[config.mk]
export PLATFORM = sky130hd
export DESIGN_NAME = wb_cache_bridge
export DESIGN_NICKNAME = d
export VERILOG_FILES = /design/src/rtl/wb_bridge_pkg.sv /design/src/rtl/wb_lane_align.sv /design/src/rtl/wb_cache_bridge.sv
export SDC_FILE = /design/constraint.sdc
export NUM_CORES = 2
export LEC_CHECK = 0
export CORE_AREA = 8 8 492 494
export DETAILED_ROUTE_END_ITERATION = 12
export DIE_AREA = 0 0 500 502
export PLACE_DENSITY = 0.38
export SYNTH_ARGS = -nofsm -noshare
export SYNTH_HDL_FRONTEND = slang
export SYNTH_SLANG_ARGS = --single-unit
[constraint.sdc]
create_clock -name clk -period 48.2 [get_ports clk]
set_input_delay 9.64 -clock clk [delete_from_list [all_inputs] [get_ports clk]]
set_output_delay 9.64 -clock clk [all_outputs]
set_load 0.01 [all_outputs]
[src/rtl/wb_bridge_pkg.sv]
// Shared definitions for the Wishbone cache bridge.
//   state_e   : bridge controller states
//   SZ_*      : non-cacheable access size encodings (log2 of byte count)
//   lane_sel  : byte-lane select for a given size and byte offset within the bus word
package wb_bridge_pkg;

  typedef enum logic [2:0] {
    IDLE   = 3'd0,
    BLK_RD = 3'd1,
    BLK_WR = 3'd2,
    NC_RD  = 3'd3,
    NC_WR  = 3'd4,
    DONE   = 3'd5
  } state_e;

  localparam logic [1:0] SZ_BYTE  = 2'd0;
  localparam logic [1:0] SZ_HALF  = 2'd1;
  localparam logic [1:0] SZ_WORD  = 2'd2;
  localparam logic [1:0] SZ_DWORD = 2'd3;

  // Contiguous run of 2^size ones, shifted up to the starting byte lane.
  // Sized for the widest (64-bit) bus; callers truncate to their lane count.
  function automatic logic [7:0] lane_sel(input logic [1:0] size, input logic [2:0] off);
    logic [7:0] run;
    case (size)
      SZ_BYTE: run = 8'h01;
      SZ_HALF: run = 8'h03;
      SZ_WORD: run = 8'h0F;
      default: run = 8'hFF;
    endcase
    return run << off;
  endfunction

endpackage

[src/rtl/wb_lane_align.sv]
// Combinational byte-lane alignment for non-cacheable accesses.
//   off_i      : byte offset of the access inside the bus word
//   size_i     : access size (SZ_BYTE..SZ_DWORD)
//   wdata_i    : LSB-justified write data
//   rdata_i    : raw bus read word
//   sel_o      : byte-lane select
//   wdata_o    : write data moved onto its byte lanes
//   rdata_o    : read data moved down to bit 0 and zero-extended above the access size
//   misalign_o : access is not naturally aligned, or is wider than the bus
module wb_lane_align
  import wb_bridge_pkg::*;
#(
  parameter int  DATA_WIDTH = 32,
  localparam int LANES      = DATA_WIDTH / 8,
  localparam int OFFS       = $clog2(LANES)
) (
  input  logic [OFFS-1:0]       off_i,
  input  logic [1:0]            size_i,
  input  logic [DATA_WIDTH-1:0] wdata_i,
  input  logic [DATA_WIDTH-1:0] rdata_i,
  output logic [LANES-1:0]      sel_o,
  output logic [DATA_WIDTH-1:0] wdata_o,
  output logic [DATA_WIDTH-1:0] rdata_o,
  output logic                  misalign_o
);

  logic [2:0]            off3;
  logic [LANES-1:0]      keep;
  logic [DATA_WIDTH-1:0] rd_shifted;

  assign off3 = 3'(off_i);

  assign sel_o   = LANES'(lane_sel(size_i, off3));
  assign wdata_o = wdata_i << {off_i, 3'b000};

  // Byte lanes that survive the read mask: the same run of ones, unshifted.
  assign keep       = LANES'(lane_sel(size_i, 3'd0));
  assign rd_shifted = rdata_i >> {off_i, 3'b000};

  for (genvar gi = 0; gi < LANES; gi++) begin : g_rd_lane
    assign rdata_o[gi*8 +: 8] = keep[gi] ? rd_shifted[gi*8 +: 8] : 8'h00;
  end

  // A dword can never be carried by a 32-bit bus, whatever its alignment.
  always_comb begin
    case (size_i)
      SZ_BYTE: misalign_o = 1'b0;
      SZ_HALF: misalign_o = off3[0];
      SZ_WORD: misalign_o = |off3[1:0];
      default: misalign_o = (DATA_WIDTH == 32) || (|off3);
    endcase
  end

endmodule

[src/rtl/wb_cache_bridge.sv]
// Bridge between the CPU datapath and a Wishbone-style memory bus.
// Block refills/write-backs are serialised into BEATS single-word beats;
// non-cacheable accesses are issued as one lane-aligned beat. Completion is a
// one-cycle o_done pulse, with o_err qualifying it.
//   clk, arst                     : clock, asynchronous active-high reset
//   i_blk_rd_req / i_blk_wr_req   : block refill / write-back request (level)
//   i_blk_addr, i_blk_wdata       : block address and write-back block
//   o_blk_rdata                   : refilled block
//   i_nc_rd_req / i_nc_wr_req     : non-cacheable read / write request (level)
//   i_nc_addr, i_nc_size          : byte address and access size
//   i_nc_wdata, o_nc_rdata        : LSB-justified write / read data
//   o_done, o_err                 : completion pulse and error flag
//   o_wb_* / i_wb_*               : bus master interface
module wb_cache_bridge
  import wb_bridge_pkg::*;
#(
  parameter int  ADDR_WIDTH  = 32,
  parameter int  DATA_WIDTH  = 32,
  parameter int  BLOCK_WIDTH = 512,
  localparam int BEATS       = BLOCK_WIDTH / DATA_WIDTH,
  localparam int LANES       = DATA_WIDTH / 8,
  localparam int OFFS        = $clog2(LANES),
  localparam int CNT_W       = $clog2(BEATS),
  localparam int BOFF        = $clog2(BLOCK_WIDTH / 8)
) (
  input  logic                   clk,
  input  logic                   arst,
  input  logic                   i_blk_rd_req,
  input  logic                   i_blk_wr_req,
  input  logic [ADDR_WIDTH-1:0]  i_blk_addr,
  input  logic [BLOCK_WIDTH-1:0] i_blk_wdata,
  output logic [BLOCK_WIDTH-1:0] o_blk_rdata,
  input  logic                   i_nc_rd_req,
  input  logic                   i_nc_wr_req,
  input  logic [ADDR_WIDTH-1:0]  i_nc_addr,
  input  logic [1:0]             i_nc_size,
  input  logic [DATA_WIDTH-1:0]  i_nc_wdata,
  output logic [DATA_WIDTH-1:0]  o_nc_rdata,
  output logic                   o_done,
  output logic                   o_err,
  output logic                   o_wb_cyc,
  output logic                   o_wb_we,
  output logic [LANES-1:0]       o_wb_sel,
  output logic [ADDR_WIDTH-1:0]  o_wb_addr,
  output logic [DATA_WIDTH-1:0]  o_wb_wdata,
  input  logic [DATA_WIDTH-1:0]  i_wb_rdata,
  input  logic                   i_wb_ack,
  input  logic                   i_wb_err
);

  state_e                 state_q, state_d;
  logic [CNT_W-1:0]       cnt_q, cnt_d;
  logic [ADDR_WIDTH-1:0]  addr_q, addr_d;
  logic [1:0]             size_q, size_d;
  logic [DATA_WIDTH-1:0]  nc_wdata_q, nc_wdata_d;
  logic [BLOCK_WIDTH-1:0] blk_wdata_q, blk_wdata_d;
  logic                   err_q, err_d;
  logic [BLOCK_WIDTH-1:0] blk_rdata_q, blk_rdata_d;
  logic [DATA_WIDTH-1:0]  nc_rdata_q, nc_rdata_d;
  logic                   beat_we;

  // Lane unit is shared: in IDLE it judges the incoming request for
  // misalignment, afterwards it serves the captured access.
  logic [OFFS-1:0]        al_off;
  logic [1:0]             al_size;
  logic [LANES-1:0]       al_sel;
  logic [DATA_WIDTH-1:0]  al_wdata;
  logic [DATA_WIDTH-1:0]  al_rdata;
  logic                   al_misalign;

  assign al_off  = (state_q == IDLE) ? i_nc_addr[OFFS-1:0] : addr_q[OFFS-1:0];
  assign al_size = (state_q == IDLE) ? i_nc_size : size_q;

  wb_lane_align #(
    .DATA_WIDTH (DATA_WIDTH)
  ) u_align (
    .off_i      (al_off),
    .size_i     (al_size),
    .wdata_i    (nc_wdata_q),
    .rdata_i    (i_wb_rdata),
    .sel_o      (al_sel),
    .wdata_o    (al_wdata),
    .rdata_o    (al_rdata),
    .misalign_o (al_misalign)
  );

  // Captured write-back block viewed as an array of beats.
  logic [DATA_WIDTH-1:0] wbeat [BEATS];
  for (genvar gi = 0; gi < BEATS; gi++) begin : g_wbeat
    assign wbeat[gi] = blk_wdata_q[gi*DATA_WIDTH +: DATA_WIDTH];
  end

  logic [ADDR_WIDTH-1:0] blk_base;
  assign blk_base = {addr_q[ADDR_WIDTH-1:BOFF], {BOFF{1'b0}}};

  // Next-state logic.
  always_comb begin
    state_d     = state_q;
    cnt_d       = cnt_q;
    addr_d      = addr_q;
    size_d      = size_q;
    nc_wdata_d  = nc_wdata_q;
    blk_wdata_d = blk_wdata_q;
    err_d       = err_q;
    nc_rdata_d  = nc_rdata_q;
    beat_we     = 1'b0;

    case (state_q)
      IDLE: begin
        if (i_blk_wr_req || i_blk_rd_req) begin
          addr_d      = i_blk_addr;
          blk_wdata_d = i_blk_wdata;
          cnt_d       = '0;
          err_d       = 1'b0;
          state_d     = i_blk_wr_req ? BLK_WR : BLK_RD;
        end else if (i_nc_wr_req || i_nc_rd_req) begin
          addr_d     = i_nc_addr;
          size_d     = i_nc_size;
          nc_wdata_d = i_nc_wdata;
          err_d      = al_misalign;
          if (al_misalign) begin
            state_d = DONE;
          end else begin
            state_d = i_nc_wr_req ? NC_WR : NC_RD;
          end
        end
      end

      BLK_RD, BLK_WR: begin
        // An error terminates the beat even when ack is raised alongside it.
        if (i_wb_err) begin
          err_d   = 1'b1;
          cnt_d   = '0;
          state_d = DONE;
        end else if (i_wb_ack) begin
          beat_we = (state_q == BLK_RD);
          if (cnt_q == CNT_W'(BEATS - 1)) begin
            cnt_d   = '0;
            err_d   = 1'b0;
            state_d = DONE;
          end else begin
            cnt_d = cnt_q + 1'b1;
          end
        end
      end

      NC_RD, NC_WR: begin
        if (i_wb_err) begin
          err_d   = 1'b1;
          state_d = DONE;
        end else if (i_wb_ack) begin
          if (state_q == NC_RD) begin
            nc_rdata_d = al_rdata;
          end
          err_d   = 1'b0;
          state_d = DONE;
        end
      end

      DONE:    state_d = IDLE;
      default: state_d = IDLE;
    endcase
  end

  // Refill data lands in the slice addressed by the beat counter.
  always_comb begin
    blk_rdata_d = blk_rdata_q;
    for (int b = 0; b < BEATS; b++) begin
      if (beat_we && (cnt_q == CNT_W'(b))) begin
        blk_rdata_d[b*DATA_WIDTH +: DATA_WIDTH] = i_wb_rdata;
      end
    end
  end

  always_ff @(posedge clk or posedge arst) begin
    if (arst) begin
      state_q     <= IDLE;
      cnt_q       <= '0;
      addr_q      <= '0;
      size_q      <= SZ_BYTE;
      nc_wdata_q  <= '0;
      blk_wdata_q <= '0;
      err_q       <= 1'b0;
      blk_rdata_q <= '0;
      nc_rdata_q  <= '0;
    end else begin
      state_q     <= state_d;
      cnt_q       <= cnt_d;
      addr_q      <= addr_d;
      size_q      <= size_d;
      nc_wdata_q  <= nc_wdata_d;
      blk_wdata_q <= blk_wdata_d;
      err_q       <= err_d;
      blk_rdata_q <= blk_rdata_d;
      nc_rdata_q  <= nc_rdata_d;
    end
  end

  // Bus outputs are held at zero outside the bus states.
  always_comb begin
    o_wb_cyc   = 1'b0;
    o_wb_we    = 1'b0;
    o_wb_sel   = '0;
    o_wb_addr  = '0;
    o_wb_wdata = '0;
    case (state_q)
      BLK_RD, BLK_WR: begin
        o_wb_cyc   = 1'b1;
        o_wb_we    = (state_q == BLK_WR);
        o_wb_sel   = '1;
        o_wb_addr  = blk_base + (ADDR_WIDTH'(cnt_q) << OFFS);
        o_wb_wdata = wbeat[cnt_q];
      end
      NC_RD, NC_WR: begin
        o_wb_cyc   = 1'b1;
        o_wb_we    = (state_q == NC_WR);
        o_wb_sel   = al_sel;
        o_wb_addr  = {addr_q[ADDR_WIDTH-1:OFFS], {OFFS{1'b0}}};
        o_wb_wdata = al_wdata;
      end
      default: ;
    endcase
  end

  assign o_done      = (state_q == DONE);
  assign o_err       = (state_q == DONE) && err_q;
  assign o_blk_rdata = blk_rdata_q;
  assign o_nc_rdata  = nc_rdata_q;

endmodule

==> impl_results.md <==
* HP Class: register to register
* Grt ovf at 0
* DR DRC count at 0
* ANT nets after route at 0
* CP arrival at 12800 ps
* Worst-Margin Slew at 1150 ps
* YS warnings at 0
* First drt pass iteration count at 7
* Post-synth EDFFs at 0
* Vias post-DR at 36545
* I/O pin count at 1266
* PwrDens at 57.4 nW/µm²
* Status: completed
* Clk Latency, worst-skew pair at 780 ps
* Final worst path period share at 46.6%
* Drt via density at 4.21
* Power Total at 3.95 mW
* # clock sinks at 1130
* Reg2reg start: state_q[2]
* Layout cells sized above 1 at 11.3%
* Die Y at 502 µm
* CTS root buffer: clkbuf_16
* Maximum clock rate at 0.0446 GHz
* Starting Density at 20.5%
* R2r setup slk at 43950 ps
* Crit path time final at 22440 ps
* Port Buffers at 1263
* Worst reg2reg endpoint: blk_wdata_q[413]
* Min-delay src: blk_wdata_q[246]
* Post_cts resized at 0
* Max-slew violation count at 0
* Seq/Total Area, Yosys at 58.9%
* Placement Cell Area at 64000 µm²
* Yosys cell types at 58
* Vias in the first global route at 38672
* Hold-fix buffers at CTS at 0
* Setup violators final at 0
* Wire length per cell after detailed routing at 28.5 µm
* Starting DRT DRC Count at 2116
* Hold Worst Slack at 467 ps
* Area Growth Syn to Fin at 43.5%
* Cells after synthesis at 4192
* H-tree depth at 4
* Layout Nets at 6045
* Hold Crit Depth at 2
* Mapped Area at 48000 µm²
* Die footprint at 251000 µm²
* Filler cells at 24451
* Die X at 500 µm
* GRT Resource Usage Total at 19.2%
* Initial antenna violation count at 79
* Final GP Congestion at 0.787
* Number of max-cap violations at 0
* Post-Syn Area per Cell at 11.5 µm²
* CTS Buf Count at 144
* WL final at 247 mm
* Reg clk slew, reported paths at 60 ps
* DP Worst Slack at 25690 ps
* Worst Reg-to-Reg Cells at 7
* Hpwl dp at 186 mm
* Critical path class: input port to output port
* Setup TNS at 0 ps
* Post-CTS setup buffer count at 0
* First-pass GRT wire length at 338 mm
* Core area at 234000 µm²
* Clock skew at 33.2 ps
* #FFs+latches synth at 1130
* Max Buffers Root-to-Sink at 3
* Critical path capture point type: output port
* Slew HR at 23.3%
* Pleak at 32.0 nW
* Final worst slack at 25760 ps
* Share of async-settable or async-resettable flops after synthesis at 100%
* Final hold vios at 0
* Critical path launch point type: input port
* TritonCTS clock tree: built
* Pin count of the biggest net entering global routing at 179
* Site row count at 178
* Final Instance Area at 68900 µm²
* Main synth FF type: dfrtp_1
* Hold Path Sink: blk_wdata_q[246]
* RSZ-0062 raised after global routing: no
* Critical Path Source: i_nc_addr[1]
* Crit-path max FO at 40
* Worst VDD drop at 0.0000440 V
* WP data required at 38560 ps
-- sequential cells by signal, indices dropped and copies added (netlist names) --
name         count
blk_wdata_q    512
o_blk_rdata    512
addr_q          32
nc_wdata_q      32
o_nc_rdata      32
cnt_q            4
state_q          3
size_q           2
err_q            1
-- stage by stage --
step / utilization, % / cells
2_1_floorplan: - / 4193
3_3_place_gp: 27.4 / 8395
3_5_place_dp: 27.4 / 8395
4_1_cts: 29.4 / 8656
5_1_grt: 29.4 / 8662
6_report: 29.4 / 8680
-- cell usage in the layout, fill, tap and decap left out, drive strengths merged, types with 5 or more instances in the layout --
master and n:
a21oi 20, a221o 9, a22o 17, a22oi 15
a2bb2oi 7, and2 33, and3 11, buf 85
bufinv 5, clkbuf 221, clkdlybuf4s50 1257, clkinv 27
dfrtp 1130, diode 24, inv 16, mux2 556
mux2i 83, mux4 128, nand2 1675, nand2b 5
nand3 13, nor2 22, nor2b 6, o21ai 73
o221ai 17, o22a 8, o22ai 9, or3 10
-- synth_stat cells (2+ instances only) --
master / number / area share, %
xor2_1: 2 / 0.036
o21a_1: 4 / 0.063
and3_1: 11 / 0.14
nor2b_1: 6 / 0.078
a21oi_1: 20 / 0.21
nand4_1: 4 / 0.052
ha_1: 4 / 0.10
mux2_1: 396 / 9.3
mux2i_1: 83 / 1.7
inv_1: 10 / 0.078
a221o_1: 9 / 0.19
mux4_2: 128 / 6.0
xnor2_1: 2 / 0.036
nor4_1: 2 / 0.026
buf_2: 145 / 1.5
nand2_1: 1675 / 13
mux2_2: 159 / 3.7
or2_1: 2 / 0.026
nor2_2: 4 / 0.052
o21ai_1: 16 / 0.17
nand3_1: 13 / 0.14
nor2_1: 18 / 0.14
buf_4: 8 / 0.13
o22ai_1: 9 / 0.12
o21ai_0: 57 / 0.59
nor4b_1: 2 / 0.036
and2_1: 33 / 0.43
a2bb2oi_1: 7 / 0.13
nor3_4: 2 / 0.068
clkbuf_1: 116 / 0.91
or3_1: 10 / 0.13
nand3b_1: 2 / 0.031
o221ai_1: 17 / 0.31
a22o_1: 17 / 0.31
o22a_1: 8 / 0.15
a22oi_1: 15 / 0.23
dfrtp_1: 1130 / 59
a31oi_1: 2 / 0.026
buf_6: 3 / 0.070
a21o_1: 2 / 0.031
buf_1: 18 / 0.14
nand2b_1: 5 / 0.065
-- worst max path at each step --
stage               cells past startpoint              to  slack (ps)
floorplan                               1       addr_q[0]        6740
global placement                        7  o_wb_wdata[26]       25740
detailed placement                      7  o_wb_wdata[26]       25690
CTS                                     7  o_wb_wdata[26]       25680
finish                                  7  o_wb_wdata[26]       25760
global route                            7  o_wb_wdata[26]       25680
-- area by class of cell --
type	instances	area, µm²	area share [%]
well taps	3150	3940	5.72
clock buffers	221	4260	6.18
inverters	11	48.8	0.0708
clock inverters	40	528	0.766
flip-flops and latches	1130	28300	41.1
multi-input cells	2762	18500	26.8
diodes	24	60.1	0.0872
repair buffers	1342	13300	19.3
-- report_power, final --
part / internal (mW) / switching, mW / total (mW)
clock network: 0.640 / 0.457 / 1.10
logic: 0.592 / 0.827 / 1.42
registers: 1.24 / 0.197 / 1.44
total: 2.47 / 1.48 / 3.95
-- cell families after synthesis --
group / count (synthesis) / synth area share, %
compound gates: 190 / 2.67
fa+ha+maj: 4 / 0.104
buf+inv: 301 / 2.84
other cells: 1 / 0.00781
xor+xnor: 4 / 0.0730
simple gates: 1795 / 14.6
flops: 1130 / 58.9
mux: 767 / 20.8
-- worst max-delay path, stage by stage --
cell             delay, ps
clkdlybuf4s50_1        560
mux2_2                 180
buf_4                  600
mux2i_1                600
o22ai_1                200
or3_1                  370
clkdlybuf4s50_1        590
-- per-layer routing --
metal  up-vias  track usage [%]  routed length, µm  share of wire (%)
li1      16455                -                  -                  -
met1     18570             22.5              97700                 39
met2      1178             34.2             126000                 51
met3       276             6.25              18400                7.4
met4        66             4.13               4910                2.0
met5         -                0                437               0.18
Note: power is estimated with default switching activity, not from simulation.
